--- config.mk ---
export PLATFORM = sky130hd
export DESIGN_NAME = fifo_burst_reader
export DESIGN_NICKNAME = d
export VERILOG_FILES = /design/src/rtl/fifo_burst_reader.sv
export SDC_FILE = /design/constraint.sdc
export NUM_CORES = 1
export LEC_CHECK = 0
export ABC_AREA = 1
export ABC_CLOCK_PERIOD_IN_PS = 1000
export CAP_MARGIN = 20
export CORE_MARGIN = 1
export CORE_UTILIZATION = 35
export CTS_CLUSTER_SIZE = 28
export DETAILED_ROUTE_END_ITERATION = 12
export PLACE_DENSITY = 0.73
export SLEW_MARGIN = 30
export SYNTH_ARGS = -nofsm -noshare
export SYNTH_HDL_FRONTEND = slang
export SYNTH_SLANG_ARGS = --single-unit
export TNS_END_PERCENT = 1
--- constraint.sdc ---
create_clock -name i_clk -period 1 [get_ports i_clk]
set_input_delay 0.15 -clock i_clk [delete_from_list [all_inputs] [get_ports i_clk]]
set_output_delay 0.15 -clock i_clk [all_outputs]
set_load 0.02 [all_outputs]
--- src/rtl/fifo_burst_reader.sv ---
// Drains a same-clock sync FIFO in fixed bursts of 1<<BW words onto a valid/ready stream.
// Optional residual flush on timeout is compiled in with `define BURST_TIMEOUT_EN.
module fifo_burst_reader #(
  parameter int unsigned DW  = 8,
  parameter int unsigned AW  = 4,
  parameter int unsigned BW  = 2,
  parameter int unsigned TOW = 8
) (
  input  logic          i_clk,
  input  logic          i_rst,
  input  logic [DW-1:0] i_fifo_data,
  input  logic          i_fifo_empty,
  input  logic [AW:0]   i_fifo_fill,
  output logic          o_fifo_rd,
  output logic          o_valid,
  output logic [DW-1:0] o_data,
  output logic          o_last,
  input  logic          i_ready,
  output logic          o_busy
);

  localparam logic [AW:0] BurstFill = (AW+1)'(1 << BW);
  localparam logic [BW:0] BurstRem  = (BW+1)'(1 << BW);
  localparam logic [BW:0] RemOne    = (BW+1)'(1);

  typedef enum logic [0:0] {StIdle, StBurst} state_e;

  state_e      state_q;
  logic [BW:0] rem_q;

`ifdef BURST_TIMEOUT_EN
  localparam logic [TOW-1:0] ToMax = '1;
  logic [TOW-1:0] to_q;
`endif

  // Reset gates the pop so words are never lost from the FIFO in the reset cycle.
  assign o_fifo_rd = (state_q == StBurst) && !i_rst && !i_fifo_empty && (!o_valid || i_ready);
  assign o_busy    = (state_q == StBurst);

  always_ff @(posedge i_clk) begin
    if (i_rst) begin
      state_q <= StIdle;
      rem_q   <= '0;
      o_valid <= 1'b0;
      o_last  <= 1'b0;
      o_data  <= '0;
`ifdef BURST_TIMEOUT_EN
      to_q    <= '0;
`endif
    end else begin
      unique case (state_q)
        StIdle: begin
          if (i_fifo_fill >= BurstFill) begin
            state_q <= StBurst;
            rem_q   <= BurstRem;
`ifdef BURST_TIMEOUT_EN
            to_q    <= '0;
          end else if (i_fifo_fill == '0) begin
            to_q <= '0;
          end else if (to_q == ToMax) begin
            // Fill is below a full burst here, so it fits in rem.
            state_q <= StBurst;
            rem_q   <= i_fifo_fill[BW:0];
            to_q    <= '0;
          end else begin
            to_q <= to_q + 1'b1;
`endif
          end
        end
        StBurst: begin
          if (o_fifo_rd) begin
            rem_q <= rem_q - 1'b1;
            if (rem_q == RemOne) begin
              state_q <= StIdle;
            end
          end
        end
        default: state_q <= StIdle;
      endcase

      if (o_fifo_rd) begin
        o_data  <= i_fifo_data;
        o_valid <= 1'b1;
        o_last  <= (rem_q == RemOne);
      end else if (o_valid && i_ready) begin
        o_valid <= 1'b0;
        o_last  <= 1'b0;
      end
    end
  end

endmodule
==> results of run 1 <==
## critical path, delay by kind of cell
| family | cells | cell delay [ns] |
|---|---|---|
| buffers and inverters | 3 | 0.61 |
| AND/OR/NAND/NOR | 2 | 0.25 |
## cells in the final DEF, fill, tap and decap left out
cell / instances
buf_4: 9
clkinv_4: 1
nand3_1: 3
nand2_1: 9
dfxtp_2: 4
clkbuf_8: 1
a21oi_1: 2
nor2_4: 1
o22ai_1: 1
o21ai_1: 4
clkbuf_4: 3
buf_6: 4
nand3_2: 1
ha_1: 2
a21oi_2: 2
buf_2: 8
nand2_4: 1
clkdlybuf4s50_1: 14
nor2_1: 19
inv_2: 2
dfxtp_1: 10
o21ai_0: 4
a22oi_1: 1
nand2_2: 2
inv_1: 7
or2_4: 1
nand3_4: 1
## where the power goes
part           switching, mW  leakage [nW]  internal [mW]  total, mW
logic                  0.148         0.312          0.156      0.305
registers             0.0198         0.116          0.593      0.613
clock network          0.185        0.0210          0.221      0.407
## area by class of cell
cell class	instances	area share (%)
Inverter	10	4.365
Multi-Input combinational cell	54	30.55
Tap cell	16	2.054
Sequential cell	14	29.27
Clock buffer	4	3.723
Timing Repair Buffer	35	30.04
## path summary, 6_finish.rpt
path                start  slack (ns)         to
max reg2reg      rem_q[1]       -0.09   rem_q[2]
max          i_fifo_empty       -0.16  o_fifo_rd
min             o_data[4]        0.47  o_data[4]
min reg2reg     o_data[4]        0.47  o_data[4]
## logic make-up after synthesis
group / count (synthesis)
AO/OA/AOI/OAI: 14
adder cells (fa/ha/maj): 2
buffers and inverters: 11
flip-flops: 14
AND/OR/NAND/NOR: 38
## routing by layer
layer | vias up | global-route usage, % | part of all wire [%]
li1 | 327 | - | -
met1 | 269 | 21.23 | 44
met2 | 12 | 28.36 | 51
met3 | 4 | 3.750 | 3.3
met4 | 0 | 13.13 | 2.5
met5 | - | 0 | 0
## cell usage after synthesis
cell      count  area, sq um
a21oi_1       3        15.01
o21ai_0       8        40.04
ha_1          2        25.02
nor2_4        1        11.26
nand2_2       1        6.260
nand3_4       1        17.52
nand3_1       4        20.02
clkinv_4      1        8.760
a22oi_1       1        7.510
clkbuf_2      1        5.000
or2_2         1        6.260
o22ai_1       1        6.260
a21oi_2       1        8.760
inv_1         7        26.28
dfxtp_1      14        280.3
nor2_1       19        71.32
inv_2         2        7.510
nand2_4       1        11.26
nand2_1      10        37.54
## registers in the layout, summed over array words and instances, names as in the netlist
signal	count
o_busy	1
rem_q	3
o_data	8
o_last	1
o_valid	1
## stage by stage
stage                     hold WS [ns]  utilization (%)  power [mW]  setup TNS (ns)  instance area, sq um
final                           0.4715            61.83       1.325          -1.168                 974.7
after floorplan                 0.2117                -      0.7819         -0.1396                 623.1
after global routing            0.4852            61.83       1.419          -2.133                 974.7
after CTS                       0.4784            60.71       1.336          -1.170                 957.2
after global placement          0.4504            61.27      0.9289          -6.397                 965.9
after detailed placement        0.4596            61.27      0.9368          -6.542                 965.9
## timing repair
item,in CTS,in global routing
setup endpoints to repair,22,17
pin swaps,0,1
resized for setup,54,9
==> metrics.md, run 1 <==
| Metric | Value |
|---|---|
| Crit-path cells | clkdlybuf4s50_1, nor2_4, nand3_4, clkinv_4, buf_6 |
| Dpl cells | 129 |
| Post-synthesis mux area share | 0% |
| Grt total ovfl | 0 |
| Period utilisation layout | 116.2% |
| Tmin final | 1.162 ns |
| Complex-gate fraction of the synthesized area | 12.68% |
| Post-Synth Simple-Gate Area | 29.65% |
| Run status | finished, violations left |
| Number of global-route vias before repair | 582 |
| Post-placement worst setup slack | -0.6689 ns |
| PD cells | 1359 nW/um^2 |
| Total CTS buffers | 3 |
| Vias per cell | 4.602 |
| Slew headroom | 81.90% |
| Post-Route WL | 1415 microns |
| Maximum vdd drop | 0.7265 mV |
| Number of synthesized register bits | 14 |
| FILL cells | 145 |
| Avg Cell Area, Syn | 7.745 sq um |
| Mapped Cells | 79 |
| Die area | 1919 sq um |
| ANT nets after route | 0 |
| Skew final | 0.005055 ns |
| Later-pin clock latency in the skew report | 0.28 ns |
| Layout cells sized above 1 | 35.04% |
| Drt pass-1 iters | 3 |
| WL per Instance | 10.64 microns |
| Fin cells | 133 |
| Hold Violations, Final | 0 |
| P_leak | 0.4484 nW |
| Highest clock rate | 860.9 MHz |
| Critical Path RT | 0.85 ns |
| Post-synthesis sequential area ratio | 45.81% |
| Mapped cell area | 611.8 sq um |
| # hold bufs at CTS | 0 |
| RSZ-0062 raised after global routing | yes |
| Hold WC Path Type | flop to flop |
| Routed vias | 612 |
| Crit-path slowest cell | clkdlybuf4s50_1 |
| Worst Path Max Fanout | 2 |
| H-Tree Depth | 1 |
| FF+latch area | 285.3 sq um |
| GP Congestion | 0.7736 |
| Final worst-path setup slack | -0.1616 ns |
| DRC | 0 |
| # IOs | 29 |
| Largest stage delay, worst path | 0.46 ns |
| Count of cell types in the netlist | 19 |
| Worst hold stages | 2 |
| Multi-input logic area | 297.8 sq um |
| Synth-to-Final Area Change | 59.30% |
| Root buf cell | clkbuf_4 |
| DRT iter0 DRCs | 6 |
| Row count | 14 |
| DPL Wire Length | 1070 microns |
| Crit. End Element | primary output |
| Max cap viols | 0 |
| Core area | 1577 sq um |
| Initial antenna violation count | 0 |
| Clk slew on worst S/H paths | 0.09 ns |
| Die Y | 43.81 microns |
| Port Buffers | 26 |
| N_diodes | 0 |
| Startpoint types | input pin |
| Violated checks | negative setup slack |
| Post-Synth XOR/XNOR Area | 0% |
| Die Wd | 43.81 microns |
| Final nets | 137 |
| Setup-failing EPs final | 12 |
| First-pass GRT wire length | 2435 microns |
| Synthesized-area fraction occupied by adder cells | 4.090% |
| Total global-route track usage | 17.92% |
| Worst-Margin Slew | 0.2709 ns |
| Largest family of logic cells by synthesized area | simple AND/OR/NAND/NOR gates |
| Clock Tree Buf Depth | 2 |
| Starting Density | 38.81% |
| R2R cell count | 7 |
| CTS tree | built |
| Post-Syn Nets | 98 |
| CP Data Arrival Time | 1.01 ns |
| Sink Count | 14 |
| Syn. warnings | 0 |
| Final Slew Violations | 0 |
| Post-CTS setup repair buffer count | 0 |
| WS Path Type | input pin to primary output |
| Largest net degree at the start of global routing | 11 |
Note: power is estimated with default switching activity, not from simulation.
==> run 2: changes to the inputs <==
RECOVER_POWER = 25   (was default)
==> results of run 2 <==
Final layout, timing and power as in run 1 (identical DEF).
==> RTL change 1 (config.mk and constraints of run 1) <==
The option `BURST_TIMEOUT_EN` is turned on by a define.
--- a/src/rtl/fifo_burst_reader.sv
+++ b/src/rtl/fifo_burst_reader.sv
@@ -1,4 +1,6 @@
 // Drains a same-clock sync FIFO in fixed bursts of 1<<BW words onto a valid/ready stream.
 // Optional residual flush on timeout is compiled in with `define BURST_TIMEOUT_EN.
+`define BURST_TIMEOUT_EN
+
 module fifo_burst_reader #(
   parameter int unsigned DW  = 8,
Behaviour: no difference found for any inputs over 10 cycles, from zero or initial values and one cycle with i_rst high; that may be too few to reach the edited logic, so the function may still have changed.
==> RTL change 1 against run 1 <==
First-iteration DRC count grew to 4.8 times the old value. Routed wire length increased by 90%. Sequential cell count is 8 higher. Power up 53%. Die area is 85% higher. Cell count grew 97%. Final area up 84%. Worst setup slack worse by 0.061 ns. Synthesized area increased by 89%. The run still ends with setup timing left. Via count grew 90%. Highest routed layer unchanged. Clock skew grew 0.00073 ns.
==> RTL change 1: results (changes against run 1) <==
[run_status]
status=finished, violations left
violations=setup timing

[global_route]
grt_pass1_wl_microns=4770  ; +96%
grt_pass1_vias=1134  ; +95%
track_usage_pct=17.5  ; -0.37 points
grt_antenna_before_repair=0  ; unchanged
grt_max_degree=14  ; +3

[timing]
fin_ws_ns=-0.222  ; -0.0607 ns
relSlewSlack_pct=80.8  ; -1.1 points
fin_skew_ns=0.00578  ; +0.000727 ns
finalSetupViolCount=23  ; +11

[clock_network]
hold_buffers=0  ; unchanged
cts-root-buf=clkbuf_4
path_clk_slew_ns=0.13  ; +0.04 ns
clk-insertion-delay-late_ns=0.30  ; +0.02 ns
clk_path_buf_depth=2  ; unchanged
htree_levels=1  ; unchanged
cts-buffers-inserted=3  ; unchanged

[finish]
layout.cells.non_filler=262  ; +97%
fillers=307  ; +110%
top_regs=o_data: 8 flops, to_q: 8 flops, rem_q: 3 flops
final_nets=239  ; +74%
antenna_cells=0  ; unchanged
drive_above_1_share_pct=37.6  ; +2.6 points

[logic_synthesis]
syn_nets=184  ; +88%
synth.yosys.seq_area_share_pct=38.0  ; -7.8 points
synthArstFlopShare_pct=0  ; unchanged
yosys_warnings=0  ; unchanged
yosys-top-cells-area=dfxtp_1 (38%), nand2_1 (11%), nor2_1 (9.1%)
synth_cell_types=28  ; +9
synth_ff_type=dfxtp_1
synthCells=164  ; +110%
synthTopCellsByCount=nand2_1 (35), nor2_1 (28), dfxtp_1 (22)

[hold_path]
hold_path_class=in2reg
hp-start=i_fifo_data[6]

[place]
dpl.hpwl_microns=2010  ; +88%
globalplace.congestion=0.824  ; +6.6%
port-buffer-count=28  ; +7.7%

[route]
vias_per_cell=4.43  ; -3.7%
dr.pass1.iters=4  ; +1
wire_per_inst_microns=10.3  ; -3.3%
drtIter0Drc=29  ; +23

[critical_path]
max_stage_delay_ns=0.35  ; -0.11 ns
crit_slowest_cell=dfxtp_2
setup.worst_path.start=o_valid
cp_max_fo=2  ; unchanged
critPathTopFamily=flip-flops
critPathArrivalTime_ns=1.07  ; +0.06 ns
worstReg2RegStart=rem_q[1]

[pwr]
peakVddDrop_mv=0.544  ; -25%
power.leakage_nw=0.804  ; +79%

-- RTL change 1: cell types whose count changed in the layout (fill, tap and decap cells not counted), sizes merged, moves of 8 or more --
| cell | delta |
|---|---|
| nor2 | +12 |
| buf | +17 |
| nand2 | +28 |
| dfxtp | +8 |
| inv | +12 |
| a21oi | +9 |
-- RTL change 1: final timing paths --
check                            endpoint  slack (ns)  cells past startpoint
worst max-delay path            o_fifo_rd       -0.22                      6
worst min-delay path            o_data[6]        0.45                      3
worst max register to register   rem_q[1]       -0.22                      7
worst min register to register   rem_q[1]        0.49                      2
-- RTL change 1: what timing repair did --
action,CTS,global route
pin swaps,6,2
cloned,0,0
setup buffers,1,0
resized for setup,70,22
setup endpoints to repair,33,33
-- RTL change 1: logic make-up (layout without fill, tap and decap cells) --
logic type | count (synthesis) | count (layout) | share of synthesized area [%]
XOR/XNOR | 1 | 1 | 0.756
adder cells (fa/ha/maj) | 3 | 3 | 3.24
flip-flops | 22 | 22 | 38.0
AO/OA/AOI/OAI | 26 | 26 | 11.7
buffers and inverters | 26 | 80 | 10.4
AND/OR/NAND/NOR | 86 | 86 | 36.0
-- RTL change 1: where the power goes --
part / internal [mW] / total [mW] / switching, mW / leakage, nW
Sequential: 0.915 / 0.934 / 0.0186 / 0.183
Combinational: 0.215 / 0.414 / 0.199 / 0.593
Clock: 0.405 / 0.684 / 0.279 / 0.0279
Total: 1.53 / 2.03 / 0.497 / 0.804
-- RTL change 1: worst min-delay path: stages --
cell and delay, ns:
clkdlybuf4s50_1 0.39, o21ai_1 0.14, nor2_1 0.04
-- RTL change 1: cell type report --
| type | count | area share [%] |
|---|---|---|
| inverter | 22 | 4.68 |
| tap | 44 | 3.07 |
| sequential | 22 | 25.3 |
| multi-input combinational | 116 | 38.1 |
| timing repair buffer | 54 | 25.9 |
| clock inverter | 1 | 1.67 |
| clock buffer | 3 | 1.26 |
-- RTL change 1: metal layers --
layer / vias up / track usage (%) / wire (microns)
met3: 2 / 1.97 / 80
li1: 620 / - / -
met5: - / 0 / 0
met4: 0 / 5.65 / 27
met2: 22 / 31.3 / 1280
met1: 517 / 21.9 / 1300
-- RTL change 1: per-stage QoR --
step	TNS [ns]	setup slack, ns	area (sq um)	hold WS [ns]	util, %
final	-2.91	-0.222	1790	0.447	57.8
after global routing	-4.71	-0.312	1790	0.451	57.8
after CTS	-2.98	-0.235	1740	0.452	56.0
after detailed placement	-9.53	-0.665	1660	0.474	53.6
after global placement	-9.42	-0.681	1660	0.462	53.6
after floorplan	-1.95	-0.153	1180	0.315	-
==> RTL change 2 (settings of run 1) <==
Without the edit above. Make the reset (`i_rst`) asynchronous in one clocked block. Comments in the files are not updated.
--- a/src/rtl/fifo_burst_reader.sv
+++ b/src/rtl/fifo_burst_reader.sv
@@ -38,5 +38,5 @@
   assign o_busy    = (state_q == StBurst);
 
-  always_ff @(posedge i_clk) begin
+  always_ff @(posedge i_clk or posedge i_rst) begin
     if (i_rst) begin
       state_q <= StIdle;
Function: differs if i_rst is asserted again (counterexample within 4 cycles, from zero or initial values and one cycle with i_rst high); with i_rst held inactive, the same outputs for 10 cycles.
==> RTL change 2 against run 1 <==
The flow still finishes with violations (setup timing). Utilization fell by 4.1 points. Final area increased by 4.5%. Sequential cell count unchanged. Worst setup slack lost 0.037 ns. Critical path depth is the same. Synthesized area is 9.0% higher. Worst hold slack got worse by 0.16 ns. Routed wire length fell by 3.4%. Critical path type is now reg2out. Largest cell class is now registers. Highest routed layer unchanged.
Power is not compared: it rests on default switching activity, and its combinational part moved more than twofold at a synthesized area within 25%.
==> RTL change 2: results (changes against run 1) <==
[global_route]
grt_max_degree=15  ; +4
grt_antenna_before_repair=0  ; unchanged
grt_pass1_wl_microns=2330  ; -4.2%
global_route.usage.met1_pct=19.3  ; -1.9 points
grt_pass1_vias=596  ; +2.4%
use_met2_pct=26.6  ; -1.8 points
use_met3_pct=2.78  ; -0.97 points
track_usage_pct=15.5  ; -2.4 points

[clock_network]
clk-insertion-delay-late_ns=0.27
cts-buffers-inserted=3  ; unchanged
htree_levels=1  ; unchanged
clk_path_buf_depth=2  ; unchanged
path_clk_slew_ns=0.08
cts_tree=yes
cts-root-buf=clkbuf_4

[route]
dr.pass1.iters=4  ; +1
wire_per_inst_microns=9.49  ; -11%
drtIter0Drc=3  ; -3
detail-route-antenna-nets=0  ; unchanged
vias_per_cell=4.23  ; -8.1%
vias=609  ; -0.49%

[finish]
drive_above_1_share_pct=29.4  ; -5.6 points
final_nets=139  ; +1.5%
fillers=187  ; +29%
antenna_cells=0  ; unchanged
top_regs=o_data: 8 flops, rem_q: 3 flops

[timing]
fin_skew_ns=0.00107  ; -0.00398 ns
fin_ws_ns=-0.199  ; -0.0370 ns
finalSetupViolCount=16  ; +4
relSlewSlack_pct=87.0  ; +5.1 points

[critical_path]
critPathArrivalTime_ns=1.05  ; +0.04 ns
cp_max_fo=2  ; unchanged
max_stage_delay_ns=0.41  ; -0.05 ns
worstReg2RegStart=rem_q[0]
crit_slowest_cell=dfrtp_2
ff2ff_path_depth=7  ; unchanged
setup.worst_path.start=o_busy

[logic_synthesis]
yosys_warnings=0  ; unchanged
synth_ff_type=dfrtp_1
synthTopCellsByCount=nand2_1 (40), dfrtp_1 (14), inv_1 (9)
syn_nets=100  ; +2.0%
avgSynthCellArea_sq_um=8.23  ; +6.3%
yosys-top-cells-area=dfrtp_1 (53%), nand2_1 (23%), inv_1 (5.1%)
synthArstFlopShare_pct=100  ; +100 points
synth.yosys.seq_area_share_pct=52.5  ; +6.7 points
synth_cell_types=14  ; -5

[place]
globalplace.congestion=0.776  ; +0.25%
port-buffer-count=26  ; unchanged
dp.cells=140  ; +8.5%
dpl.hpwl_microns=1070  ; -0.24%
placed_area_sq_um=1030  ; +7.0%

[run_status]
status=finished, violations left
violations=setup timing

[pwr]
peakVddDrop_mv=1.09
power.leakage_nw=0.565

[hold_path]
hold_path_class=in2async

==> RTL change 2: path summary, 6_finish.rpt <==
| path | slack, ns | to |
|---|---|---|
| max | -0.20 | o_fifo_rd |
| min | 0.31 | o_busy |
| max reg2reg | -0.10 | rem_q[2] |
| min reg2reg | 0.48 | o_data[1] |
| max in group asynchronous | 0.51 | o_valid |
| min in group i_clk | 0.41 | o_data[2] |
==> RTL change 2: cells by family after synthesis <==
kind of cell / share of synthesized area (%)
adders and majority gates: 3.75
buffers and inverters: 8.07
and+or+nand+nor: 35.6
DFF: 52.5
==> RTL change 2: per-layer routing <==
layer,up-vias,part of all wire (%)
li1,318,-
met1,265,47
met2,24,47
met3,2,6.3
met4,0,0.37
met5,-,0
==> RTL change 2: metrics by stage <==
stage,setup TNS (ns),setup WS (ns),hold WS [ns]
after floorplan,-0.740,-0.0750,0.0471
after global placement,-5.58,-0.648,0.461
after detailed placement,-5.91,-0.658,0.464
after CTS,-1.05,-0.211,0.308
after global routing,-1.85,-0.242,0.329
final,-0.906,-0.199,0.307
==> RTL change 2: report_power, final <==
part / internal, mW / leakage, nW / switching (mW) / total, mW
registers: 0.795 / 0.171 / 0.132 / 0.926
logic: 0.549 / 0.379 / 0.663 / 1.21
clock network: 0.154 / 0.0150 / 0.165 / 0.319
total: 1.50 / 0.565 / 0.960 / 2.46
==> RTL change 2: worst max-delay path: cells and delay by family (launching register included) <==
| family | cells | cell delay, ns |
|---|---|---|
| flops | 1 | 0.41 |
| buf+inv | 3 | 0.25 |
| simple gates | 2 | 0.12 |
==> RTL change 2: repair_timing <==
item                       4_1_cts  5_1_grt
gates resized for setup         54        0
setup endpoints to repair       25       21
buffers inserted                 0        0
pin swaps                        1        0
==> RTL change 2: cell type report <==
class	count	area [sq um]	area share, %
clock buffer	4	26.3	2.58
inverter	11	46.3	4.55
sequential	14	353	34.6
timing repair buffer	35	287	28.1
tap	25	31.3	3.07
multi-input combinational	55	275	27.0
